[src/rtl/pos_sweep_pkg.sv]
// Shared types and default sizing for the product-of-sums sweep evaluator.
package pos_sweep_pkg;

  localparam int unsigned N_MAX = 8;
  localparam int unsigned N_DEF = 4;
  localparam int unsigned M_DEF = 4;
  localparam int unsigned NCOMB = 2 ** N_DEF;
  localparam int unsigned IDXW  = $clog2(M_DEF);

  typedef enum logic [1:0] {
    ST_IDLE = 2'd0,
    ST_RUN  = 2'd1,
    ST_DONE = 2'd2
  } state_e;

  // Literal masks are stored at the widest legal N; unused upper bits stay zero.
  typedef struct packed {
    logic [N_MAX-1:0] pos;
    logic [N_MAX-1:0] neg;
  } term_t;

endpackage

[src/rtl/pos_eval.sv]
// Combinational product-of-sums: AND over all enabled sum terms for one input vector.
module pos_eval
  import pos_sweep_pkg::*;
#(
  parameter int unsigned N = N_DEF,
  parameter int unsigned M = M_DEF
) (
  input  term_t      terms [M],
  input  logic [N-1:0] vec,
  output logic       s
);

  logic [N_MAX-1:0] x_ext;

  assign x_ext = N_MAX'(vec);

  // A slot with no literals is disabled and must not pull the product low.
  always_comb begin
    s = 1'b1;
    for (int j = 0; j < int'(M); j++) begin
      if ((terms[j].pos | terms[j].neg) != '0) begin
        s = s & (|((terms[j].pos & x_ext) | (terms[j].neg & ~x_ext)));
      end
    end
  end

endmodule

[src/rtl/pos_sweep_eval.sv]
// Sweeps all 2^N input combinations through the programmed PoS function, streaming results and capturing the truth table.
module pos_sweep_eval
  import pos_sweep_pkg::*;
#(
  parameter int unsigned N = N_DEF,
  parameter int unsigned M = M_DEF
) (
  input  logic                 clk,
  input  logic                 rst_n,
  input  logic                 cfg_we,
  input  logic [$clog2(M)-1:0] cfg_idx,
  input  logic [N-1:0]         cfg_pos,
  input  logic [N-1:0]         cfg_neg,
  input  logic                 start,
  input  logic                 abort,
  output logic                 busy,
  output logic                 done,
  output logic                 out_valid,
  input  logic                 out_ready,
  output logic [N-1:0]         out_vec,
  output logic                 out_s,
  output logic [2**N-1:0]      tt,
  output logic [N:0]           ones
);

  localparam int unsigned COMB_N = 2 ** N;
  localparam int unsigned VW     = N + 1;

  state_e          state_q, state_d;
  logic [N:0]      vec_q, vec_d;
  logic [2**N-1:0] tt_d;
  logic [N:0]      ones_d;
  term_t           terms_q [M];
  logic            cfg_ok;
  logic            accept;

  assign cfg_ok  = cfg_we && (state_q == ST_IDLE) && (32'(cfg_idx) < M);
  assign accept  = out_valid & out_ready;
  assign out_vec = vec_q[N-1:0];

  // Mask register file; frozen outside IDLE so a sweep sees one consistent function.
  always_ff @(posedge clk or negedge rst_n) begin
    if (!rst_n) begin
      for (int j = 0; j < int'(M); j++) begin
        terms_q[j] <= '0;
      end
    end else if (cfg_ok) begin
      terms_q[cfg_idx] <= '{pos: N_MAX'(cfg_pos), neg: N_MAX'(cfg_neg)};
    end
  end

  pos_eval #(.N(N), .M(M)) u_eval (
    .terms (terms_q),
    .vec   (out_vec),
    .s     (out_s)
  );

  always_comb begin
    state_d = state_q;
    vec_d   = vec_q;
    tt_d    = tt;
    ones_d  = ones;
    unique case (state_q)
      ST_IDLE: begin
        if (start) begin
          state_d = ST_RUN;
          vec_d   = '0;
          tt_d    = '0;
          ones_d  = '0;
        end
      end
      ST_RUN: begin
        // Abort wins over a same-cycle transfer, which is then dropped.
        if (abort) begin
          state_d = ST_IDLE;
        end else if (accept) begin
          tt_d[vec_q[N-1:0]] = out_s;
          ones_d             = ones + VW'(out_s);
          vec_d              = vec_q + VW'(1);
          if (vec_q == VW'(COMB_N - 1)) begin
            state_d = ST_DONE;
          end
        end
      end
      ST_DONE: state_d = ST_IDLE;
      default: state_d = ST_IDLE;
    endcase
  end

  always_ff @(posedge clk or negedge rst_n) begin
    if (!rst_n) begin
      state_q   <= ST_IDLE;
      vec_q     <= '0;
      tt        <= '0;
      ones      <= '0;
      busy      <= 1'b0;
      done      <= 1'b0;
      out_valid <= 1'b0;
    end else begin
      state_q   <= state_d;
      vec_q     <= vec_d;
      tt        <= tt_d;
      ones      <= ones_d;
      busy      <= (state_d != ST_IDLE);
      done      <= (state_d == ST_DONE);
      out_valid <= (state_d == ST_RUN);
    end
  end

endmodule

[config.mk]
export PLATFORM = sky130hd
export DESIGN_NAME = pos_sweep_eval
export DESIGN_NICKNAME = d
export VERILOG_FILES = /design/src/rtl/pos_sweep_pkg.sv /design/src/rtl/pos_eval.sv /design/src/rtl/pos_sweep_eval.sv
export SDC_FILE = /design/constraint.sdc
export NUM_CORES = 1
export LEC_CHECK = 0
export ABC_AREA = 1
export BUFFER_PORTS_ARGS = -buffer_cell sky130_fd_sc_hd__buf_4
export CAP_MARGIN = 10
export CORE_MARGIN = 2
export CORE_UTILIZATION = 49
export CTS_CLUSTER_DIAMETER = 100
export DETAILED_ROUTE_END_ITERATION = 16
export PLACE_DENSITY = 0.69
export SLEW_MARGIN = 20
export SYNTH_ARGS = -nofsm -noshare
export SYNTH_HDL_FRONTEND = slang
export SYNTH_HIERARCHICAL = 1
export SYNTH_SLANG_ARGS = --single-unit
[constraint.sdc]
create_clock -name clk -period 2.35 [get_ports clk]
set_input_delay 0.235 -clock clk [delete_from_list [all_inputs] [get_ports clk]]
set_output_delay 0.235 -clock clk [all_outputs]
set_load 0.05 [all_outputs]
==> flow_metrics.tcl <==
set metrics [dict create \
    drv_slew 0 \
    max-cap-violations 0 \
    period_needed_ns 2.111 \
    vias_per_cell 4.850 \
    grt_start_max_net_pins 64 \
    ys_ff_latch 63 \
    endpoint_kind "output port" \
    cpPeakStageDelay_ns 0.40 \
    rsz0062_at_grt "no" \
    grt_overflow_total 0 \
    crit_arrival_ns 1.88 \
    cts.clk_slew.worst_paths_ns 0.07 \
    post_cts_buffers 0 \
    syn_area_um2 3700 \
    synthMuxAreaShare_pct 0 \
    synth_fa_ha_area_share_pct 2.367 \
    antenna_found_initial 0 \
    tightest_slew_ns 0.7904 \
    cts_sinks 63 \
    synthDistinctLibCells 30 \
    crit_path_frequent_cell "nand2_1" \
    hold_path.class "primary input to async pin" \
    slew_headroom_pct 47.31 \
    path_class "register to output port" \
    syn_to_final_growth_pct 16.50 \
    avgSynthCellArea_um2 7.341 \
    synth_compound_area_share_pct 8.962 \
    power_mw 3.073 \
    cp_cell_sequence "nor2_1, nand2_1, nor3_1, nand2_1, nand2_1, nand2_1, nor2_2, buf_6, buf_4" \
    post-route-drc-count 0 \
    dieArea_um2 8262 \
    pin_count 45 \
    gp_congestion 0.9336 \
    tritoncts "built" \
    num_vias 3274 \
    start_util_pct 50.74 \
    drive_above_1_share_pct 16.49 \
    die_h_um 90.90 \
    timing.hold.ws_ns -0.03437 \
    violations "negative hold slack" \
    cts_max_path_buffers 2 \
    die_x_um 90.90 \
    outcome "complete, but fails checks" \
    cts_buffers 9 \
    cp_max_fo 17 \
    dpl.hpwl_um 6136 \
    fin_crit_sh_pct 89.84 \
    insertion_delay_ns 0.34 \
    drt_first_pass_iters 5 \
    synth-xor-area-share_pct 0.4735 \
    seq_area_frac_synth_pct 42.61 \
    nets 597 \
    r2r-start "terms_q[3]" \
    required_ns 2.12 \
    h-tree-depth 3 \
    layout_common_cells "nand2_1 (169), dfrtp_1 (63), nor2_1 (54)" \
    cp_top_family "simple AND/OR/NAND/NOR gates" \
    startpoint "terms_q[3]" \
    fin_setup_tns_ns 0 \
    cts_root_buf "clkbuf_8" \
    post_drt_wl_per_cell_um 12.32 \
    hold_violations 19 \
    leakage_nw 2.287 \
    synth_top_family_by_area "simple AND/OR/NAND/NOR gates" \
    grt_pass1_vias 2964 \
    critPathBufInv 2 \
    synth-simple-area-share_pct 35.00 \
    port_buffers 44 \
    ir_worst_vdd_v 0.0003496 \
    finalWirelength_um 8313 \
    groute.usage.overall_pct 21.74 \
    diodes 0 \
    grt_pass1_wl_um 14480 \
    netlist_instances 504 \
    powerDensity_nw_per_um2 713.0 \
    critPathSlowestCell "dfrtp_1" \
    max_freq_ghz 0.4737 \
    ant_nets 0 \
    core_area_um2 7292 \
    critical_path.startpoint_type "register" \
    rows 31 \
    yosysWarnings 6 \
    setup_viol 0 \
    finClkSkew_ns 0.009987 \
    layout.cells.most_common "nand2_1" \
    drt_iter0_drc 212 \
]
[cell families (layout without fill, tap and decap cells)]
| logic type | Yosys count | after routing |
|---|---|---|
| AOI/OAI and AO/OA | 54 | 54 |
| xor gates and xnor gates | 2 | 2 |
| adders and majority gates | 7 | 7 |
| buffers and inverters | 78 | 119 |
| DFF | 63 | 63 |
| other | 1 | 32 |
| and+or+nand+nor | 299 | 299 |
[what timing repair did]
item	4_1_cts	5_1_grt
hold buffers	0	0
endpoints found under the setup margin	0	1
gates resized for setup	0	1
[final timing paths]
kind | end | slack, ns | cells after the start
max | out_s | 0.24 | 9
min | terms_q[8] | -0.03 | 1
max reg2reg | ones[4] | 0.30 | 15
min reg2reg | tt[7] | 0.47 | 2
max in group asynchronous | terms_q[9] | 1.85 | 1
min in group clk | state_q[1] | 0.20 | 4
[metrics by stage]
| step | instances | util [%] | hold WS [ns] | setup WS (ns) | area (um2) |
|---|---|---|---|---|---|
| 2_1_floorplan | 535 | - | -0.06059 | 0.08958 | 3819 |
| 3_3_place_gp | 662 | 56.73 | 0.3724 | 0.3654 | 4136 |
| 3_5_place_dp | 662 | 56.73 | 0.3766 | 0.3453 | 4136 |
| 4_1_cts | 675 | 59.06 | 0.01255 | 0.2030 | 4307 |
| 5_1_grt | 675 | 59.11 | 0.05005 | 0.03155 | 4310 |
| 6_report | 675 | 59.11 | -0.03437 | 0.2389 | 4310 |
[metal layers]
metal	share of wire [%]	GRT usage [%]	vias up	routed length, um
met3	5.2	4.841	7	433
met2	44	31.90	71	3637
met4	0.93	6.061	0	77
li1	-	-	1704	-
met1	50	32.33	1492	4165
met5	0	0	-	0
[area by class of cell]
cell class / instances / area (um2)
Multi-Input combinational cell: 394 / 1854
Clock inverter: 1 / 5.005
Inverter: 57 / 214.0
Sequential cell: 63 / 1577
Clock buffer: 12 / 165.2
Timing Repair Buffer: 49 / 371.6
Fill cell: 718 / 2982
Tap cell: 99 / 123.9
[where the power goes]
group	switching, mW	internal [mW]
combinational	0.544	0.281
sequential	0.142	1.26
clock	0.400	0.450
[synthesized netlist by cell type]
cell / count / share of area [%]
conb_1: 1 / 0.10
nand2_4: 2 / 0.61
or2_0: 1 / 0.17
dfrtp_1: 63 / 43
nand3_2: 2 / 0.54
xor2_1: 1 / 0.24
nand2_1: 169 / 17
or2_1: 2 / 0.34
o21ai_2: 16 / 3.8
nor3_4: 1 / 0.44
nor2_4: 1 / 0.30
ha_1: 7 / 2.4
clkbuf_2: 1 / 0.14
xnor2_1: 1 / 0.24
nand3_1: 37 / 5.0
nand2_2: 4 / 0.68
inv_1: 52 / 5.3
o21ai_1: 14 / 1.9
o21ai_0: 23 / 3.1
buf_6: 10 / 3.0
buf_4: 4 / 0.81
nor3_2: 1 / 0.27
nor2_1: 55 / 5.6
nand4_1: 18 / 3.0
o22ai_1: 1 / 0.17
nor3_1: 5 / 0.68
clkbuf_1: 3 / 0.30
inv_2: 5 / 0.51
buf_2: 3 / 0.41
nand3b_1: 1 / 0.20
[flip-flops by register name, summed over array words and instances (netlist names)]
signal     flops
terms_q       32
tt            16
ones           5
vec_q          5
state_q        2
busy           1
done           1
out_valid      1
(Power assumes the default switching activity.)
